--- config.mk ---
export PLATFORM = sky130hd
export DESIGN_NAME = rs_alu
export DESIGN_NICKNAME = d
export VERILOG_FILES = /design/src/rtl/rs_alu.sv
export SDC_FILE = /design/constraint.sdc
export NUM_CORES = 2
export LEC_CHECK = 0
export BUFFER_PORTS_ARGS = -buffer_cell sky130_fd_sc_hd__buf_2
export CAP_MARGIN = 20
export CORE_ASPECT_RATIO = 0.7
export CORE_UTILIZATION = 50
export CTS_CLUSTER_DIAMETER = 200
export DETAILED_ROUTE_END_ITERATION = 7
export PLACE_DENSITY = 0.77
export SLEW_MARGIN = 10
export SYNTH_ARGS = -nofsm -noshare
export SYNTH_HDL_FRONTEND = slang
export SYNTH_SLANG_ARGS = --single-unit
--- constraint.sdc ---
create_clock -name clk_in -period 100.5 [get_ports clk_in]
set_input_delay 25.125 -clock clk_in [delete_from_list [all_inputs] [get_ports clk_in]]
set_output_delay 25.125 -clock clk_in [all_outputs]
set_load 0.1 [all_outputs]
--- src/rtl/rs_alu.sv ---
// ---------------------------------------------------------------------------
// rs_alu : reservation station in front of the integer ALU.
//
// Buffers issued instructions whose source operands may still be waiting
// on ROB tags. Operands are captured from the common data bus (CDB), either
// at issue time (same-cycle bypass) or later by wakeup. Each cycle, the
// lowest-index entry whose operands are both ready is sent to the ALU
// output registers and its slot is freed.
//
// Ports
//   clk_in, rst_in        : clock (rising edge), async active-high reset
//   rdy_in                : global enable, low freezes every register
//   clear_in              : mispredict flush, drops all entries
//   issue_*               : instruction from the dispatcher
//   full                  : every entry is occupied (combinational)
//   cdb_valid/tag/value   : result broadcast
//   alu_*                 : registered ALU inputs, alu_valid marks a dispatch
// ---------------------------------------------------------------------------
module rs_alu #(
  parameter int unsigned RS_SIZE   = 8,
  parameter int unsigned OP_WIDTH  = 6,
  parameter int unsigned ROB_WIDTH = 4
) (
  input  logic                 clk_in,
  input  logic                 rst_in,
  input  logic                 rdy_in,
  input  logic                 clear_in,

  input  logic                 issue_valid,
  input  logic [OP_WIDTH-1:0]  issue_op,
  input  logic [31:0]          issue_vj,
  input  logic [31:0]          issue_vk,
  input  logic [ROB_WIDTH-1:0] issue_qj,
  input  logic [ROB_WIDTH-1:0] issue_qk,
  input  logic                 issue_qj_pending,
  input  logic                 issue_qk_pending,
  input  logic [31:0]          issue_imm,
  input  logic [31:0]          issue_pc,
  input  logic [ROB_WIDTH-1:0] issue_dest,
  output logic                 full,

  input  logic                 cdb_valid,
  input  logic [ROB_WIDTH-1:0] cdb_tag,
  input  logic [31:0]          cdb_value,

  output logic                 alu_valid,
  output logic [OP_WIDTH-1:0]  alu_op,
  output logic [31:0]          alu_rs1,
  output logic [31:0]          alu_rs2,
  output logic [31:0]          alu_pc,
  output logic [31:0]          alu_imm,
  output logic [ROB_WIDTH-1:0] alu_dest
);

  localparam int unsigned IDX_W = (RS_SIZE > 1) ? $clog2(RS_SIZE) : 1;

  // Entry storage. rj/rk flag an operand whose value is present in vj/vk;
  // while clear, qj/qk hold the producer tag being waited on.
  logic [RS_SIZE-1:0]   valid_q, valid_d;
  logic [RS_SIZE-1:0]   rj_q,    rj_d;
  logic [RS_SIZE-1:0]   rk_q,    rk_d;
  logic [OP_WIDTH-1:0]  op_q   [RS_SIZE];
  logic [OP_WIDTH-1:0]  op_d   [RS_SIZE];
  logic [31:0]          vj_q   [RS_SIZE];
  logic [31:0]          vj_d   [RS_SIZE];
  logic [31:0]          vk_q   [RS_SIZE];
  logic [31:0]          vk_d   [RS_SIZE];
  logic [ROB_WIDTH-1:0] qj_q   [RS_SIZE];
  logic [ROB_WIDTH-1:0] qj_d   [RS_SIZE];
  logic [ROB_WIDTH-1:0] qk_q   [RS_SIZE];
  logic [ROB_WIDTH-1:0] qk_d   [RS_SIZE];
  logic [31:0]          imm_q  [RS_SIZE];
  logic [31:0]          imm_d  [RS_SIZE];
  logic [31:0]          pc_q   [RS_SIZE];
  logic [31:0]          pc_d   [RS_SIZE];
  logic [ROB_WIDTH-1:0] dest_q [RS_SIZE];
  logic [ROB_WIDTH-1:0] dest_d [RS_SIZE];

  // ALU output registers
  logic                 alu_valid_q, alu_valid_d;
  logic [OP_WIDTH-1:0]  alu_op_q,    alu_op_d;
  logic [31:0]          alu_rs1_q,   alu_rs1_d;
  logic [31:0]          alu_rs2_q,   alu_rs2_d;
  logic [31:0]          alu_pc_q,    alu_pc_d;
  logic [31:0]          alu_imm_q,   alu_imm_d;
  logic [ROB_WIDTH-1:0] alu_dest_q,  alu_dest_d;

  // Selection / allocation results, both taken from the pre-edge state
  logic                 sel_found;
  logic [IDX_W-1:0]     sel_idx;
  logic                 alloc_found;
  logic [IDX_W-1:0]     alloc_idx;

  // Same-cycle bypass of a broadcast onto the instruction being issued
  logic                 j_bypass;
  logic                 k_bypass;

  assign full = &valid_q;

  assign j_bypass = issue_qj_pending && cdb_valid && (cdb_tag == issue_qj);
  assign k_bypass = issue_qk_pending && cdb_valid && (cdb_tag == issue_qk);

  // Lowest-index priority pickers
  always_comb begin
    sel_found   = 1'b0;
    sel_idx     = '0;
    alloc_found = 1'b0;
    alloc_idx   = '0;
    for (int unsigned i = 0; i < RS_SIZE; i++) begin
      if (!sel_found && valid_q[i] && rj_q[i] && rk_q[i]) begin
        sel_found = 1'b1;
        sel_idx   = IDX_W'(i);
      end
      if (!alloc_found && !valid_q[i]) begin
        alloc_found = 1'b1;
        alloc_idx   = IDX_W'(i);
      end
    end
  end

  // Next-state logic
  always_comb begin
    valid_d     = valid_q;
    rj_d        = rj_q;
    rk_d        = rk_q;
    op_d        = op_q;
    vj_d        = vj_q;
    vk_d        = vk_q;
    qj_d        = qj_q;
    qk_d        = qk_q;
    imm_d       = imm_q;
    pc_d        = pc_q;
    dest_d      = dest_q;
    alu_valid_d = alu_valid_q;
    alu_op_d    = alu_op_q;
    alu_rs1_d   = alu_rs1_q;
    alu_rs2_d   = alu_rs2_q;
    alu_pc_d    = alu_pc_q;
    alu_imm_d   = alu_imm_q;
    alu_dest_d  = alu_dest_q;

    if (rdy_in) begin
      if (clear_in) begin
        valid_d     = '0;
        alu_valid_d = 1'b0;
      end else begin
        // Wakeup: only occupied entries listen to the CDB
        if (cdb_valid) begin
          for (int unsigned i = 0; i < RS_SIZE; i++) begin
            if (valid_q[i] && !rj_q[i] && (qj_q[i] == cdb_tag)) begin
              vj_d[i] = cdb_value;
              rj_d[i] = 1'b1;
            end
            if (valid_q[i] && !rk_q[i] && (qk_q[i] == cdb_tag)) begin
              vk_d[i] = cdb_value;
              rk_d[i] = 1'b1;
            end
          end
        end

        // Dispatch; the ALU payload holds its previous value when idle
        alu_valid_d = sel_found;
        if (sel_found) begin
          alu_op_d         = op_q[sel_idx];
          alu_rs1_d        = vj_q[sel_idx];
          alu_rs2_d        = vk_q[sel_idx];
          alu_pc_d         = pc_q[sel_idx];
          alu_imm_d        = imm_q[sel_idx];
          alu_dest_d       = dest_q[sel_idx];
          valid_d[sel_idx] = 1'b0;
        end

        // Allocation targets a slot that was already free before this edge,
        // so it can never collide with the entry being dispatched or woken.
        if (issue_valid && !full && alloc_found) begin
          valid_d[alloc_idx] = 1'b1;
          op_d[alloc_idx]    = issue_op;
          imm_d[alloc_idx]   = issue_imm;
          pc_d[alloc_idx]    = issue_pc;
          dest_d[alloc_idx]  = issue_dest;
          qj_d[alloc_idx]    = issue_qj;
          qk_d[alloc_idx]    = issue_qk;

          if (j_bypass) begin
            vj_d[alloc_idx] = cdb_value;
            rj_d[alloc_idx] = 1'b1;
          end else begin
            vj_d[alloc_idx] = issue_vj;
            rj_d[alloc_idx] = !issue_qj_pending;
          end

          if (k_bypass) begin
            vk_d[alloc_idx] = cdb_value;
            rk_d[alloc_idx] = 1'b1;
          end else begin
            vk_d[alloc_idx] = issue_vk;
            rk_d[alloc_idx] = !issue_qk_pending;
          end
        end
      end
    end
  end

  always_ff @(posedge clk_in or posedge rst_in) begin
    if (rst_in) begin
      valid_q     <= '0;
      rj_q        <= '0;
      rk_q        <= '0;
      op_q        <= '{default: '0};
      vj_q        <= '{default: '0};
      vk_q        <= '{default: '0};
      qj_q        <= '{default: '0};
      qk_q        <= '{default: '0};
      imm_q       <= '{default: '0};
      pc_q        <= '{default: '0};
      dest_q      <= '{default: '0};
      alu_valid_q <= 1'b0;
      alu_op_q    <= '0;
      alu_rs1_q   <= '0;
      alu_rs2_q   <= '0;
      alu_pc_q    <= '0;
      alu_imm_q   <= '0;
      alu_dest_q  <= '0;
    end else begin
      valid_q     <= valid_d;
      rj_q        <= rj_d;
      rk_q        <= rk_d;
      op_q        <= op_d;
      vj_q        <= vj_d;
      vk_q        <= vk_d;
      qj_q        <= qj_d;
      qk_q        <= qk_d;
      imm_q       <= imm_d;
      pc_q        <= pc_d;
      dest_q      <= dest_d;
      alu_valid_q <= alu_valid_d;
      alu_op_q    <= alu_op_d;
      alu_rs1_q   <= alu_rs1_d;
      alu_rs2_q   <= alu_rs2_d;
      alu_pc_q    <= alu_pc_d;
      alu_imm_q   <= alu_imm_d;
      alu_dest_q  <= alu_dest_d;
    end
  end

  assign alu_valid = alu_valid_q;
  assign alu_op    = alu_op_q;
  assign alu_rs1   = alu_rs1_q;
  assign alu_rs2   = alu_rs2_q;
  assign alu_pc    = alu_pc_q;
  assign alu_imm   = alu_imm_q;
  assign alu_dest  = alu_dest_q;

endmodule

## Word-level counts from Yosys, hierarchy flattened

Cells that the tools add are included.

- $add $sub $neg: 0
- Multipliers: 0
- Div/mod/pow operators: 0
- Magnitude comparators: 7
- Equal/unequal tests: 18
- Shift-type cells: 0
- Muxes and demuxes: 128
- Bitwise operators: 8
- Reductions and logical operators: 114

Operator list:

| cell | number |
|---|---|
| $mux W256 | 10 |
| $bwmux W256 | 6 |
| $mux W32 | 25 |
| $bmux W32 S3 | 4 |
| $mux W8 | 15 |
| $bwmux W32 | 3 |
| $demux W32 S3 | 1 |
| $eq A4 B4 Y1 | 18 |
| $logic_and A1 B1 Y1 | 71 |
| $bwmux W48 | 1 |
| $logic_not A1 Y1 | 39 |
| $mux W1 | 37 |
| $mux W3 | 12 |
| $or A8 B8 Y8 | 3 |
| $bmux W6 S3 | 1 |
| $demux W6 S3 | 1 |
| $mux W6 | 3 |
| $bwmux W8 | 2 |
| $bmux W4 S3 | 1 |
| $demux W4 S3 | 1 |
| $mux W4 | 3 |
| $and A8 B8 Y8 | 1 |
| $ge A4 B4 Y1 const B | 2 |
| $lt A3 B4 Y1 const B | 2 |
| other kinds (9) | 13 |

- Bits in registers: 1331
- Bits in latches: 0
- Memory bits (writable): 0
- Memory bits (read-only): 0
- Bits of input ports: 190
- Output and inout port bits: 140
- Memories kept: 0

## Depth between registers and ports, before layout

- Word-level depth: 50
- Depth in mapped cells: 9

## Worst setup path before layout

OpenSTA, ideal clock, no wires.

- Path type: register to output
- From: reg valid_q[2]
- To: out full
- Data arrival time: 2.027 ns
- Required time: 75.375 ns
- Slack: 73.348 ns
- Cell stages (with the launch flop): 4
- Buffers on the path: 0
- Cell sequence: dfrtp_1 > and4_1 > nand4_1 > nor2_1

- Word-level cells in the longest chain between the ends: 1

Ends and longest elaborated chain:

| element | RTL line | RTL |
|---|---|---|
| from (decl) | 59 | `logic [RS_SIZE-1:0] valid_q, valid_d;` |
| from (signal assigned) | 225 | `valid_q <= valid_d;` |
| $reduce_and A8 Y1 | 98 | `assign full = &valid_q;` |
| to (decl) | 40 | `output logic full,` |

Every way passes these cells.

==> reports/results.ini <==
[routing]
top_layer = met5
final_antenna_net_count = 0
met1Wirelength_mm = 78.9
routedWlPerCell_um = 28.5
dr_wl_met2_mm = 88.9
drtIter0Drc = 9046
drt-pass1-iter-count = 8
num_vias = 50331
drt-vias-per-instance = 6.99
drc_errors = 2
routed_wirelength_mm = 205
wl_met3_mm = 26.6

[global_route]
grt_pass1_wl_mm = 310
grt_max_degree = 215
grt_use_total = 0.327
antenna_found_initial = 37
grt-ovfl-total = 0
grt_pass1_vias = 50023

[logic_synthesis]
synth_top_area_cell = dfrtp_1
yosys-top-cells-area = dfrtp_1, mux2_2, o22ai_1
synth_area_mm2 = 0.0607
synth.distinct_cells = 60
syn_area_per_cell_um2 = 11.1
synthArstFlopShare = 1.00
synth-seq-cells = 1331
syn_nets = 5658
synth_warnings = 0
yosysSeqAreaShare = 0.548
synth_top_area_frac = 0.548
synth_edf_count = 0
synth_cells = 5468
synth_ff_type = dfrtp_1

[clock_network]
cts_buffer_depth = 3
htreeDepth = 4
post_cts_buffers = 0
ctsHoldBuffers = 0
insertion_delay_ps = 780
ctsResizeCount = 0
clk_pin_slew_ps = 60
clock_sinks = 1331
clockRootBuffer = clkbuf_16
cts_buffers = 133
tritoncts = done

[placement]
preCtsSetupSlack_ps = 70720
place_congestion = 0.844
place.detailed.hpwl_mm = 104
io_buffers = 329

[final_layout]
fillCellCount = 9802
finalNetCount = 5646
areaGrowthSynthToFinish_pct = 11.8
drive_gt1_frac = 0.245
post-route-util = 0.566

[power_and_ir_drop]
power.leakage_uw = 0.0314
ir_drop_v = 0.0000181
powerDensity_mw_per_mm2 = 23.8

[floorplanning]
fp.coreArea_mm2 = 0.120
fp.dieArea_mm2 = 0.123
row_count = 106
ioPinCount = 330
die_h_um = 294
initial_utilization = 0.507
fp.dieW_um = 419

[worst_setup_path]
critPathMostFrequentCell = buf_4
crit_slowest_cell = buf_4
cp_data_required_time_ps = 101240
cp_top_family = buffers and inverters
crit_chain = buf_2 > inv_8 > buf_12 > buf_4 > buf_16 > buf_4 > buf_4
cp-start-kind = input port
critPathLaunch = rst_in
max_stage_delay_ps = 860
critPathCaptureType = async pin
path_max_fanout = 152
crit-reg2reg-launch = valid_q[2]$_DFFE_PP0P_
path_buf_inv = 7
path_class = input port to async pin
arrival_ps = 29200

[sta]
setup-violations-final = 0
fin_setup_tns_ps = 0
hold_ws_ps = 476
fmax_mhz = 35.1
finalHoldViolations = 0
finalClockSkew_ps = 34.3
finalMaxSlewViolations = 0
fin_ws_ps = 72040
slew_headroom = 0.143
rsz0062_at_grt = no
fin_crit_sh = 0.283
period_minus_slack_ps = 28460
worst_slew_pin_slew_ps = 1290

[outcome]
status = finished with violations
violations = DRC

[worst_hold_path]
hp-class = flip-flop to flip-flop
hp-start = imm_q[53]$_DFFE_PP0P_

[run]
cap_viol_max_count = 0

[cell usage after synthesis, types with 5 or more instances]
cell,n
a22o_1,274
nor2b_1,5
xnor2_1,47
nand3_1,17
o221ai_1,96
buf_2,104
nand4_1,22
nor3_1,18
o21ai_0,17
buf_4,8
xor2_1,22
a222oi_1,275
o221ai_2,40
nor2_1,551
dfrtp_1,1331
mux2_2,607
buf_6,13
clkbuf_1,353
mux2_4,28
a211oi_1,5
buf_1,98
nand2_1,413
a21oi_1,533
inv_1,16
o22ai_1,519
[routing by layer]
| metal | global-route usage | vias up |
|---|---|---|
| met4 | 0.166 | 22 |
| met5 | 0 | - |
| li1 | - | 20611 |
| met3 | 0.0871 | 749 |
| met2 | 0.470 | 3738 |
| met1 | 0.455 | 25211 |
[logic make-up after synthesis]
group,Yosys count,synth area share
buf+inv,594,0.0410
xor+xnor,69,0.00995
flops,1331,0.548
mux,635,0.119
simple gates,1049,0.0682
compound gates,1790,0.213
[cell usage in the layout (no fill, tap or decap), types with 11 or more instances in the layout]
cell          n
a22o_1      274
a21oi_4      17
xnor2_1      47
dfrtp_1    1331
nor2_1      547
nand4_1      22
mux2_4       28
nor3_1       18
o21ai_0      17
a222oi_1    275
a21oi_1     517
clkbuf_8     31
buf_4        88
o221ai_2     40
o221ai_1     96
xor2_1       22
clkbuf_1     31
nand2_1     408
nand3_1      11
o22ai_1     519
clkinv_2     20
clkbuf_16   140
mux2_2      607
diode_2      24
inv_1        15
buf_2       329
[area by class of cell]
class	count	area, µm²	area share
Tap cell	1620	2030	0.0299
Multi-Input combinational cell	3543	25300	0.373
Sequential cell	1331	33300	0.491
Antenna cell	24	60.1	0.000885
Timing Repair Buffer	430	2610	0.0385
Inverter	17	71.3	0.00105
Clock buffer	202	4050	0.0596
Clock inverter	38	447	0.00658
[tightest hold or removal path, stage by stage, from the launching register on]
cell,delay [ps]
dfrtp_1,340
nand2_1,50
nand2_1,50
[registers in the layout, summed over array words and instances, names as in the netlist, 32 cells and up]
register	flops
alu_imm	32
alu_pc	32
alu_rs1	32
alu_rs2	32
dest_q	32
imm_q	256
op_q	48
pc_q	256
qj_q	32
qk_q	32
vj_q	256
vk_q	256
[power breakdown]
part | switching (µW) | internal (µW)
clock network | 220 | 297
logic | 316 | 113
registers | 53.7 | 618
[metrics by stage]
step,power (µW),instances,cell area [µm²]
after floorplan,1010,5468,60700
after global placement,1090,6935,63200
after detailed placement,1100,6935,63200
after CTS,1620,7175,67700
after global routing,1670,7201,67900
final,1620,7205,67900
[path summary, 6_finish.rpt]
| kind | slack (ps) | cells after the start | endpoint |
|---|---|---|---|
| max | 72040 | 7 | vk_q[239]$_DFFE_PP0P_ |
| min | 480 | 2 | imm_q[53]$_DFFE_PP0P_ |
| max reg2reg | 95470 | 7 | alu_rs1[4]$_DFFE_PP0P_ |
| min reg2reg | 480 | 2 | imm_q[53]$_DFFE_PP0P_ |
| max in group clk_in | 72560 | 8 | alu_rs1[4]$_DFFE_PP0P_ |
| min in group asynchronous | 24520 | 2 | pc_q[16]$_DFFE_PP0P_ |
(Power assumes the default switching activity.)
